### config.mk
export PLATFORM = sky130hd
export DESIGN_NAME = mul_seq_ctrl
export DESIGN_NICKNAME = d
export VERILOG_FILES = /design/src/rtl/mul_pkg.sv /design/src/rtl/mul32.sv /design/src/rtl/mul_sign_fix.sv /design/src/rtl/mul_seq_ctrl.sv
export SDC_FILE = /design/constraint.sdc
export NUM_CORES = 2
export LEC_CHECK = 0
export ABC_AREA = 1
export CAP_MARGIN = 0
export CORE_MARGIN = 4
export CORE_UTILIZATION = 45
export DETAILED_ROUTE_END_ITERATION = 6
export PLACE_DENSITY = 0.6
export SETUP_SLACK_MARGIN = 0.5
export SYNTH_ARGS = -nofsm -noshare
export SYNTH_HDL_FRONTEND = slang
export SYNTH_SLANG_ARGS = --single-unit
### constraint.sdc
create_clock -name clk -period 15.31 [get_ports clk]
set_clock_uncertainty 0.05 [all_clocks]
set_input_delay 2.2965 -clock clk [delete_from_list [all_inputs] [get_ports clk]]
set_output_delay 2.2965 -clock clk [all_outputs]
set_load 0.05 [all_outputs]
### src/rtl/mul_pkg.sv
// Shared multiplier definitions: op encodings, sequencer states and sign classes.
package mul_pkg;

  localparam int XLEN = 32;

  // RV32M funct3[1:0] encodings for the multiply group
  localparam logic [1:0] MUL_OP_MUL    = 2'b00;
  localparam logic [1:0] MUL_OP_MULH   = 2'b01;
  localparam logic [1:0] MUL_OP_MULHSU = 2'b10;
  localparam logic [1:0] MUL_OP_MULHU  = 2'b11;

  typedef enum logic [1:0] {
    IDLE = 2'd0,
    CALC = 2'd1,
    DONE = 2'd2
  } mul_state_e;

  // Which operands are treated as signed; MUL shares the MULHU class (00)
  typedef struct packed {
    logic a_sgn;
    logic b_sgn;
  } mul_cls_t;

  function automatic mul_cls_t mul_sign_class(input logic [1:0] op);
    mul_cls_t cls;
    cls.a_sgn = (op == MUL_OP_MULH) || (op == MUL_OP_MULHSU);
    cls.b_sgn = (op == MUL_OP_MULH);
    return cls;
  endfunction

endpackage

### src/rtl/mul32.sv
// Combinational 32x32 unsigned array multiplier; the sequencer treats it as a multicycle path.
module mul32
  import mul_pkg::*;
(
  input  logic [XLEN-1:0] a,
  input  logic [XLEN-1:0] b,
  output logic [XLEN-1:0] lo,
  output logic [XLEN-1:0] hi
);

  logic [2*XLEN-1:0] prod;

  assign prod     = {{XLEN{1'b0}}, a} * {{XLEN{1'b0}}, b};
  assign {hi, lo} = prod;

endmodule

### src/rtl/mul_sign_fix.sv
// Sign handling around the unsigned multiplier: operand magnitudes in, conditional negate out.
module mul_sign_fix
  import mul_pkg::*;
(
  input  mul_cls_t          cls,
  input  logic [XLEN-1:0]   a,
  input  logic [XLEN-1:0]   b,
  output logic [XLEN-1:0]   a_mag,
  output logic [XLEN-1:0]   b_mag,
  output logic              neg,
  input  logic              prod_neg,
  input  logic [2*XLEN-1:0] prod,
  output logic [2*XLEN-1:0] prod_fixed
);

  logic a_neg;
  logic b_neg;

  // Magnitudes of the signed operands; 0x80000000 maps to itself as unsigned, which is correct
  always_comb begin
    a_neg      = cls.a_sgn & a[XLEN-1];
    b_neg      = cls.b_sgn & b[XLEN-1];
    a_mag      = a_neg ? (~a + 1'b1) : a;
    b_mag      = b_neg ? (~b + 1'b1) : b;
    neg        = a_neg ^ b_neg;
    prod_fixed = prod_neg ? (~prod + 1'b1) : prod;
  end

endmodule

### src/rtl/mul_seq_ctrl.sv
// Multiply sequencer: registers operands, waits out the mul32 multicycle path,
// sign-corrects the product and returns it over valid/ready, with a one-entry reuse cache.
module mul_seq_ctrl
  import mul_pkg::*;
#(
  parameter int MUL_CYCLES = 2,
  parameter int TAG_W      = 5
) (
  input  logic             clk,
  input  logic             rst_n,
  input  logic             flush,
  input  logic             req_valid,
  output logic             req_ready,
  input  logic [1:0]       req_op,
  input  logic [XLEN-1:0]  req_a,
  input  logic [XLEN-1:0]  req_b,
  input  logic [TAG_W-1:0] req_tag,
  output logic             rsp_valid,
  input  logic             rsp_ready,
  output logic [XLEN-1:0]  rsp_data,
  output logic [TAG_W-1:0] rsp_tag,
  output logic             busy
);

  localparam logic [3:0] CNT_INIT = 4'(MUL_CYCLES - 1);

  mul_state_e        state_q, state_d;
  logic [3:0]        cnt_q, cnt_d;
  logic [1:0]        op_q, op_d;
  logic [TAG_W-1:0]  tag_q, tag_d;
  logic              neg_q, neg_d;
  logic [XLEN-1:0]   a_mag_q, a_mag_d;
  logic [XLEN-1:0]   b_mag_q, b_mag_d;
  logic [XLEN-1:0]   last_a_q, last_a_d;
  logic [XLEN-1:0]   last_b_q, last_b_d;
  mul_cls_t          last_cls_q, last_cls_d;
  logic [2*XLEN-1:0] reuse_p_q, reuse_p_d;
  logic              reuse_vld_q, reuse_vld_d;
  logic [XLEN-1:0]   rsp_data_q, rsp_data_d;
  logic [TAG_W-1:0]  rsp_tag_q, rsp_tag_d;

  mul_cls_t          req_cls;
  logic [XLEN-1:0]   req_a_mag;
  logic [XLEN-1:0]   req_b_mag;
  logic              req_neg;
  logic [XLEN-1:0]   mul_lo;
  logic [XLEN-1:0]   mul_hi;
  logic [2*XLEN-1:0] prod_fixed;
  logic              accept;
  logic              reuse_hit;

  assign req_cls   = mul_sign_class(req_op);
  assign req_ready = rst_n & (state_q == IDLE) & ~flush;
  assign accept    = req_valid & req_ready;
  assign rsp_valid = (state_q == DONE);
  assign busy      = (state_q != IDLE);
  assign rsp_data  = rsp_data_q;
  assign rsp_tag   = rsp_tag_q;

  // The lo half is class-independent, so MUL may reuse an entry of any class
  assign reuse_hit = reuse_vld_q & (req_a == last_a_q) & (req_b == last_b_q) &
                     ((req_op == MUL_OP_MUL) | (req_cls == last_cls_q));

  mul_sign_fix u_sign_fix (
    .cls        (req_cls),
    .a          (req_a),
    .b          (req_b),
    .a_mag      (req_a_mag),
    .b_mag      (req_b_mag),
    .neg        (req_neg),
    .prod_neg   (neg_q),
    .prod       ({mul_hi, mul_lo}),
    .prod_fixed (prod_fixed)
  );

  mul32 u_mul32 (
    .a  (a_mag_q),
    .b  (b_mag_q),
    .lo (mul_lo),
    .hi (mul_hi)
  );

  // Next-state logic: accept/reuse in IDLE, countdown in CALC, handshake in DONE; flush overrides all
  always_comb begin
    state_d     = state_q;
    cnt_d       = cnt_q;
    op_d        = op_q;
    tag_d       = tag_q;
    neg_d       = neg_q;
    a_mag_d     = a_mag_q;
    b_mag_d     = b_mag_q;
    last_a_d    = last_a_q;
    last_b_d    = last_b_q;
    last_cls_d  = last_cls_q;
    reuse_p_d   = reuse_p_q;
    reuse_vld_d = reuse_vld_q;
    rsp_data_d  = rsp_data_q;
    rsp_tag_d   = rsp_tag_q;

    case (state_q)
      IDLE: begin
        if (accept) begin
          op_d    = req_op;
          tag_d   = req_tag;
          neg_d   = req_neg;
          a_mag_d = req_a_mag;
          b_mag_d = req_b_mag;
          if (reuse_hit) begin
            state_d    = DONE;
            rsp_data_d = (req_op == MUL_OP_MUL) ? reuse_p_q[XLEN-1:0] : reuse_p_q[2*XLEN-1:XLEN];
            rsp_tag_d  = req_tag;
          end else begin
            state_d     = CALC;
            cnt_d       = CNT_INIT;
            last_a_d    = req_a;
            last_b_d    = req_b;
            last_cls_d  = req_cls;
            reuse_vld_d = 1'b0;
          end
        end
      end
      CALC: begin
        if (cnt_q == 4'd0) begin
          state_d     = DONE;
          reuse_p_d   = prod_fixed;
          reuse_vld_d = 1'b1;
          rsp_data_d  = (op_q == MUL_OP_MUL) ? prod_fixed[XLEN-1:0] : prod_fixed[2*XLEN-1:XLEN];
          rsp_tag_d   = tag_q;
        end else begin
          cnt_d = cnt_q - 4'd1;
        end
      end
      DONE: begin
        if (rsp_ready) begin
          state_d = IDLE;
        end
      end
      default: state_d = IDLE;
    endcase

    if (flush) begin
      state_d     = IDLE;
      cnt_d       = 4'd0;
      reuse_vld_d = 1'b0;
    end
  end

  // State, operand, reuse-entry and response registers
  always_ff @(posedge clk or negedge rst_n) begin
    if (!rst_n) begin
      state_q     <= IDLE;
      cnt_q       <= 4'd0;
      op_q        <= 2'b00;
      tag_q       <= '0;
      neg_q       <= 1'b0;
      a_mag_q     <= '0;
      b_mag_q     <= '0;
      last_a_q    <= '0;
      last_b_q    <= '0;
      last_cls_q  <= '0;
      reuse_p_q   <= '0;
      reuse_vld_q <= 1'b0;
      rsp_data_q  <= '0;
      rsp_tag_q   <= '0;
    end else begin
      state_q     <= state_d;
      cnt_q       <= cnt_d;
      op_q        <= op_d;
      tag_q       <= tag_d;
      neg_q       <= neg_d;
      a_mag_q     <= a_mag_d;
      b_mag_q     <= b_mag_d;
      last_a_q    <= last_a_d;
      last_b_q    <= last_b_d;
      last_cls_q  <= last_cls_d;
      reuse_p_q   <= reuse_p_d;
      reuse_vld_q <= reuse_vld_d;
      rsp_data_q  <= rsp_data_d;
      rsp_tag_q   <= rsp_tag_d;
    end
  end

endmodule

* After elaboration in Yosys (flattened, before gate mapping) *
Cells that the tools add are included.

cells by class
  add/subtract/negate cells = 4
  multiply operators = 1
  div/mod/pow operators = 0
  order comparisons = 0
  eq/ne operators = 15
  shift operators = 0
  multiplexer cells = 29
  bitwise operators = 15
  reductions and logical operators = 15

operator list
  cell                                                                   count
  32-bit two-way mux                                                     7
  32-bit by 1-bit adder with 32-bit output, second input constant        2
  64-bit by 1-bit adder with 64-bit output, second input constant        1
  32-bit equality test                                                   2
  32-bit by 32-bit multiplier with 64-bit output                         1
  64-bit two-way mux                                                     1
  32-bit NOT                                                             2
  64-bit NOT                                                             1
  32-bit case mux with 2 select lines                                    1
  4-bit two-way mux                                                      4
  5-bit two-way mux                                                      3
  3-bit inequality test, second input constant                           4
  4-bit AND reduction                                                    3
  2-bit two-way mux                                                      5
  5-bit case mux with 2 select lines                                     1
  1-bit bitwise AND                                                      8
  4-bit case mux with 2 select lines                                     1
  2-bit zero test                                                        3
  2-bit inequality test, second input constant                           3
  2-bit case mux with 3 select lines                                     1
  3-bit AND reduction                                                    2
  2-bit by 1-bit equality test with 1-bit output, second input constant  2
  2-bit equality test, second input constant                             2
  4-bit zero test                                                        1
  12 further kinds                                                       18

storage, ports and cells
  flip-flop bits (word level) = 246
  latch bits = 0
  memory bits (writable) = 0
  ROM bits = 0
  output and inout bits = 40
  memories kept = 0

* Depth between registers and ports, before layout *
  depth after elaboration = 9
  depth in mapped cells = 43
  mapped depth without buffers = 41

* Modules after synthesis *
Synthesis repeated with hierarchy kept, for this count alone.

unflattened totals
  cell total of the unflattened synthesis = 7439
  area total of the unflattened synthesis = 52288.9 um^2

modules (own cells, without submodules)
  module        times used  cells an instance  area an instance (um^2)
  mul32         1           4959               36157.2
  mul_seq_ctrl  1           1666               12185.4
  mul_sign_fix  1           814                3946.3

* Worst setup path after synthesis *
OpenSTA, ideal clock, no wires.

  path kind = reg2reg
  start point = reg a_mag_q[30]
  end point = reg rsp_data_q[28], in the netlist rsp_data[28]
  setup time = 121 ps
  data arrival time = 6963 ps
  data required time = 15139 ps
  setup slack = 8176 ps
  stages on the path, launching flop included = 35
  buffers on the path = 2
  period minus slack after synthesis = 7134 ps
  cells stage by stage = dfrtp_1 clkbuf_1 clkbuf_1 nand2_1 fa_1 inv_1 fa_1 fa_1 inv_1 fa_1 inv_1 fa_1 fa_1 fa_1 inv_1 fa_1 inv_1 ha_1 nand2_1 nor2_1 inv_1 nor2_2 nand2_1 nor2_1 nand2_1 nand4_1 nand2_1 nor2_1 nand2_1 o21ai_0 nand3_1 nand2_1 nand3_1 nand2_1 a21oi_2

between the ends
  longest elaborated chain between the ends = 7

ends and longest elaborated chain
  item                                                RTL line             source
  start, declared                                     mul_seq_ctrl.sv:32   logic [XLEN-1:0] a_mag_q, a_mag_d;
  start signal, assigned                              mul_seq_ctrl.sv:171  a_mag_q <= a_mag_d;
  32-bit by 32-bit multiplier with 64-bit output (*)  mul32.sv:13          assign prod = {{XLEN{1'b0}}, a} * {{XLEN{1'b0}}, b};
  64-bit NOT                                          mul_sign_fix.sv:26   prod_fixed = prod_neg ? (~prod + 1'b1) : prod;
  64-bit by 1-bit adder with 64-bit output            mul_sign_fix.sv:26
  64-bit two-way mux (*)                              mul_sign_fix.sv:26
  32-bit two-way mux (*)                              mul_seq_ctrl.sv:127  rsp_data_d = (op_q == MUL_OP_MUL) ? prod_fixed[XLEN-1:0] : prod_fixed[2*XLEN-1:XLEN];
  32-bit two-way mux (*)                              mul_seq_ctrl.sv:123  if (cnt_q == 4'd0) begin
  32-bit case mux with 2 select lines (*)             mul_seq_ctrl.sv:100  case (state_q)
  end signal, assigned                                mul_seq_ctrl.sv:178  rsp_data_q <= rsp_data_d;
  end, declared                                       mul_seq_ctrl.sv:39   logic [XLEN-1:0] rsp_data_q, rsp_data_d;

Every way passes the cells marked *; elsewhere a longest branch is shown, timed or not. The select of a mux whose other input is x is not followed.
A chain may end at the register's enable or synchronous reset.

* Worst setup path in the final report *
  start point = reg b_mag_q[8]
  end point = reg rsp_data_q[4], in the netlist rsp_data[4]

between the ends
  longest elaborated chain between the ends = 7

ends and longest elaborated chain
  item                                                RTL line             source
  start, declared                                     mul_seq_ctrl.sv:33   logic [XLEN-1:0] b_mag_q, b_mag_d;
  start signal, assigned                              mul_seq_ctrl.sv:172  b_mag_q <= b_mag_d;
  32-bit by 32-bit multiplier with 64-bit output (*)  mul32.sv:13
  64-bit NOT                                          mul_sign_fix.sv:26
  64-bit by 1-bit adder with 64-bit output            mul_sign_fix.sv:26
  64-bit two-way mux (*)                              mul_sign_fix.sv:26
  32-bit two-way mux (*)                              mul_seq_ctrl.sv:127
  32-bit two-way mux (*)                              mul_seq_ctrl.sv:123
  32-bit case mux with 2 select lines (*)             mul_seq_ctrl.sv:100

Marks and branches as above.

==> reports/qor.csv <==
stage;metric;value;unit
route;drt_iter0_markers;3152;
critical_path;worstReg2RegStart;b_mag_q[8];
critical_path;critPathTopFamily;adder cells;
sta;tns;0;ps
critical_path;r2r_cells;29;
synth;async_reset_ff_share;100;%
place;place_area;53300;sq um
critical_path;endpoint_kind;flop;
route;num_vias;42500;
critical_path;timing.rr.end;rsp_data[4];
cts;cts_setup_buffers;0;
global_routing;overflow;0;
synth;syn_avg_cell_area;7.19;sq um
synth;ys_warn_count;0;
critical_path;rrSetupSlack;6070;ps
sta;fin_crit_sh;60.4;%
sta;setup_viol;0;
min_path;worstHoldStart;reuse_p_q[23];
route;totalWireLength;156000;um
cts;cts_tree;done;
cts;cts.sinks;246;
cells_and_area;area_delta_synth_final;6.23;%
synth;synth_area;51000;sq um
floorplan;core_area;112000;sq um
status;status;completed;
cells_and_area;final_util;48.1;%
synth;synth_edf_count;0;
critical_path;critPathBufInv;3;
synth;syn-num-nets;8338;
floorplan;die_w;345;um
synth;yosysTopAreaCell;fa_1;
global_routing;grt_first_pass_wirelength;253000;um
min_path;hold_end;reuse_p_q[23];
critical_path;crit_path_frequent_cell;nand2_1;
route;drc;0;
floorplan;die_height;345;um
sta;slew_violations;0;
critical_path;crit_start;b_mag_q[8];
cells_and_area;final_area;54200;sq um
sta;hold_ws;430;ps
synth;yosysSeqAreaShare;12.1;%
global_routing;antenna_found_initial;2;
cells_and_area;drive_above_1_share;3.49;%
critical_path;cp-start-kind;flop;
cells_and_area;nNetsFinal;8220;
cts;hold_buffers;0;
cts;insertion_delay;580;ps
floorplan;ios;116;
run;max_cap_viol_count;0;
cts;clockBufferDepth;3;
min_path;hold_path.class;flop to flop;
floorplan;die_area;119000;sq um
synth;synth_area_leaders;fa_1, nand2_1, inv_1;
place;place_congestion;0.997;
critical_path;worstPathMaxFanout;33;
cts;root_buffer;clkbuf_16;
synth;ys_ff_latch;246;
floorplan;start_util;45.3;%
critical_path;worstPathRequired;15730;ps
critical_path;critPathKind;flop to flop;
global_routing;grt_max_degree;114;
min_path;min_path_cells;2;
route;dr.pass1.iters;6;
sta;worstMarginPinSlew;1100;ps
sta;rsz0062_at_grt;false;
global_routing;grt_pass1_vias;44700;
route;postRouteAntennaNets;0;
synth;synthCells;7096;
sta;finalCriticalPeriod;9240;ps
cts;cts_resized;0;
synth;synth_cell_type_count;54;
critical_path;worstPathArrival;9660;ps
place;dpl.hpwl;127000;um
place;io_buffers;115;
sta;max_slew_margin;26.9;%
cts;ctsHtreeMaxLevel;1;
sta;finalHoldViolations;0;
route;avgRoutedWirePerCell;18.4;um
route;via_per_inst;5.00;
critical_path;crit_slowest_cell;dfrtp_2;
synth;ys.flop_type;dfrtp_1;
cts;cts.clk_slew.worst_paths;60;ps
floorplan;num_rows;123;
cts;numCtsBuffers;26;
critical_path;slowest_delay;960;ps
synth;yosysTopAreaCellShare;35.2;%
global_routing;grtUsageTotal;27.3;%
sta;fmax;0.108;GHz
-- registers in the layout, indices dropped and copies added, names as in the netlist --
signal	cells
state_q	2
last_b_q	32
reuse_vld_q	1
neg_q	1
op_q	2
rsp_tag	5
rsp_data	32
cnt_q	4
last_a_q	32
tag_q	5
b_mag_q	32
reuse_p_q	64
last_cls_q	2
a_mag_q	32
-- how the worst max path moves through the flow --
| stage | cells after the start | to | slack (ps) |
|---|---|---|---|
| CTS | 29 | rsp_data[4] | 6110 |
| global route | 29 | rsp_data[4] | 5570 |
| finish | 29 | rsp_data[4] | 6070 |
| detailed placement | 28 | rsp_data[5] | 6180 |
| floorplan | 34 | rsp_data[28] | 8180 |
| global placement | 29 | rsp_data[4] | 6170 |
-- cells in the mapped netlist (12+ instances only) --
cell type     n
nand2_1    2217
inv_1      1913
fa_1        896
nor2_1      323
clkbuf_1    314
ha_1        270
dfrtp_1     246
o21ai_0     215
nand3_1     150
a21oi_1     130
xor2_1       95
nand4_1      41
nand2_2      35
a31oi_1      29
xnor2_1      27
nor3_1       22
nor2_2       20
nand3_2      15
buf_2        12
-- logic make-up after synthesis --
kind of cell	synth area share, %
buffers and inverters	16.7
multiplexers	0.132
XOR/XNOR	2.10
adder cells (fa/ha/maj)	41.8
flip-flops	12.1
AO/OA/AOI/OAI	4.68
AND/OR/NAND/NOR	22.5
-- metrics by stage --
| step | setup slack, ps | std cells |
|---|---|---|
| after floorplan | 8180 | 7096 |
| after global placement | 6170 | 8450 |
| after detailed placement | 6180 | 8450 |
| after CTS | 6110 | 8497 |
| after global routing | 5570 | 8497 |
| final | 6070 | 8498 |
-- metal layers --
layer	track usage, %	vias up	share of wire, %	routed length, um
li1	-	20000	-	-
met1	38.4	21100	45	69700
met2	45.8	1190	47	73900
met3	2.81	230	5.7	8880
met4	6.17	4	2.5	3860
met5	0	-	0.017	27
-- worst min-delay path, cell delays in order (launching register included) --
cell and delay, ps:
dfrtp_1 340, nand2_1 50, nand2_1 60
-- final cells by class --
type | count | area (sq um)
fillers | 11500 | 58300
multi-input cells | 4594 | 36300
inverters | 1919 | 7200
flip-flops and latches | 246 | 6160
well taps | 1500 | 1880
repair buffers | 191 | 1730
clock buffers | 31 | 711
clock inverters | 16 | 151
diodes | 1 | 2.50
-- placed cells by master, fill, tap and decap left out, types with 7 or more instances in the layout --
cell,instances
nor3_1,22
inv_1,1912
dfrtp_2,7
nand3_1,150
a221oi_1,8
xor2_1,95
nand4_1,41
nand3b_1,8
o21ai_0,215
clkinv_2,7
nand3_2,15
a21oi_1,130
o21bai_1,7
clkbuf_16,27
nor2_1,321
ha_1,270
xnor2_1,27
dfrtp_1,239
nor4_1,8
nand2_2,35
nand2_1,2215
nor2_2,20
fa_1,896
a21oi_2,7
a31oi_1,29
o22ai_1,11
buf_4,76
or2_2,10
clkdlybuf4s50_1,114
Power is left out: the tool's default activity adds up to more than one toggle a clock period on the data nets, which glitch-free logic cannot reach.
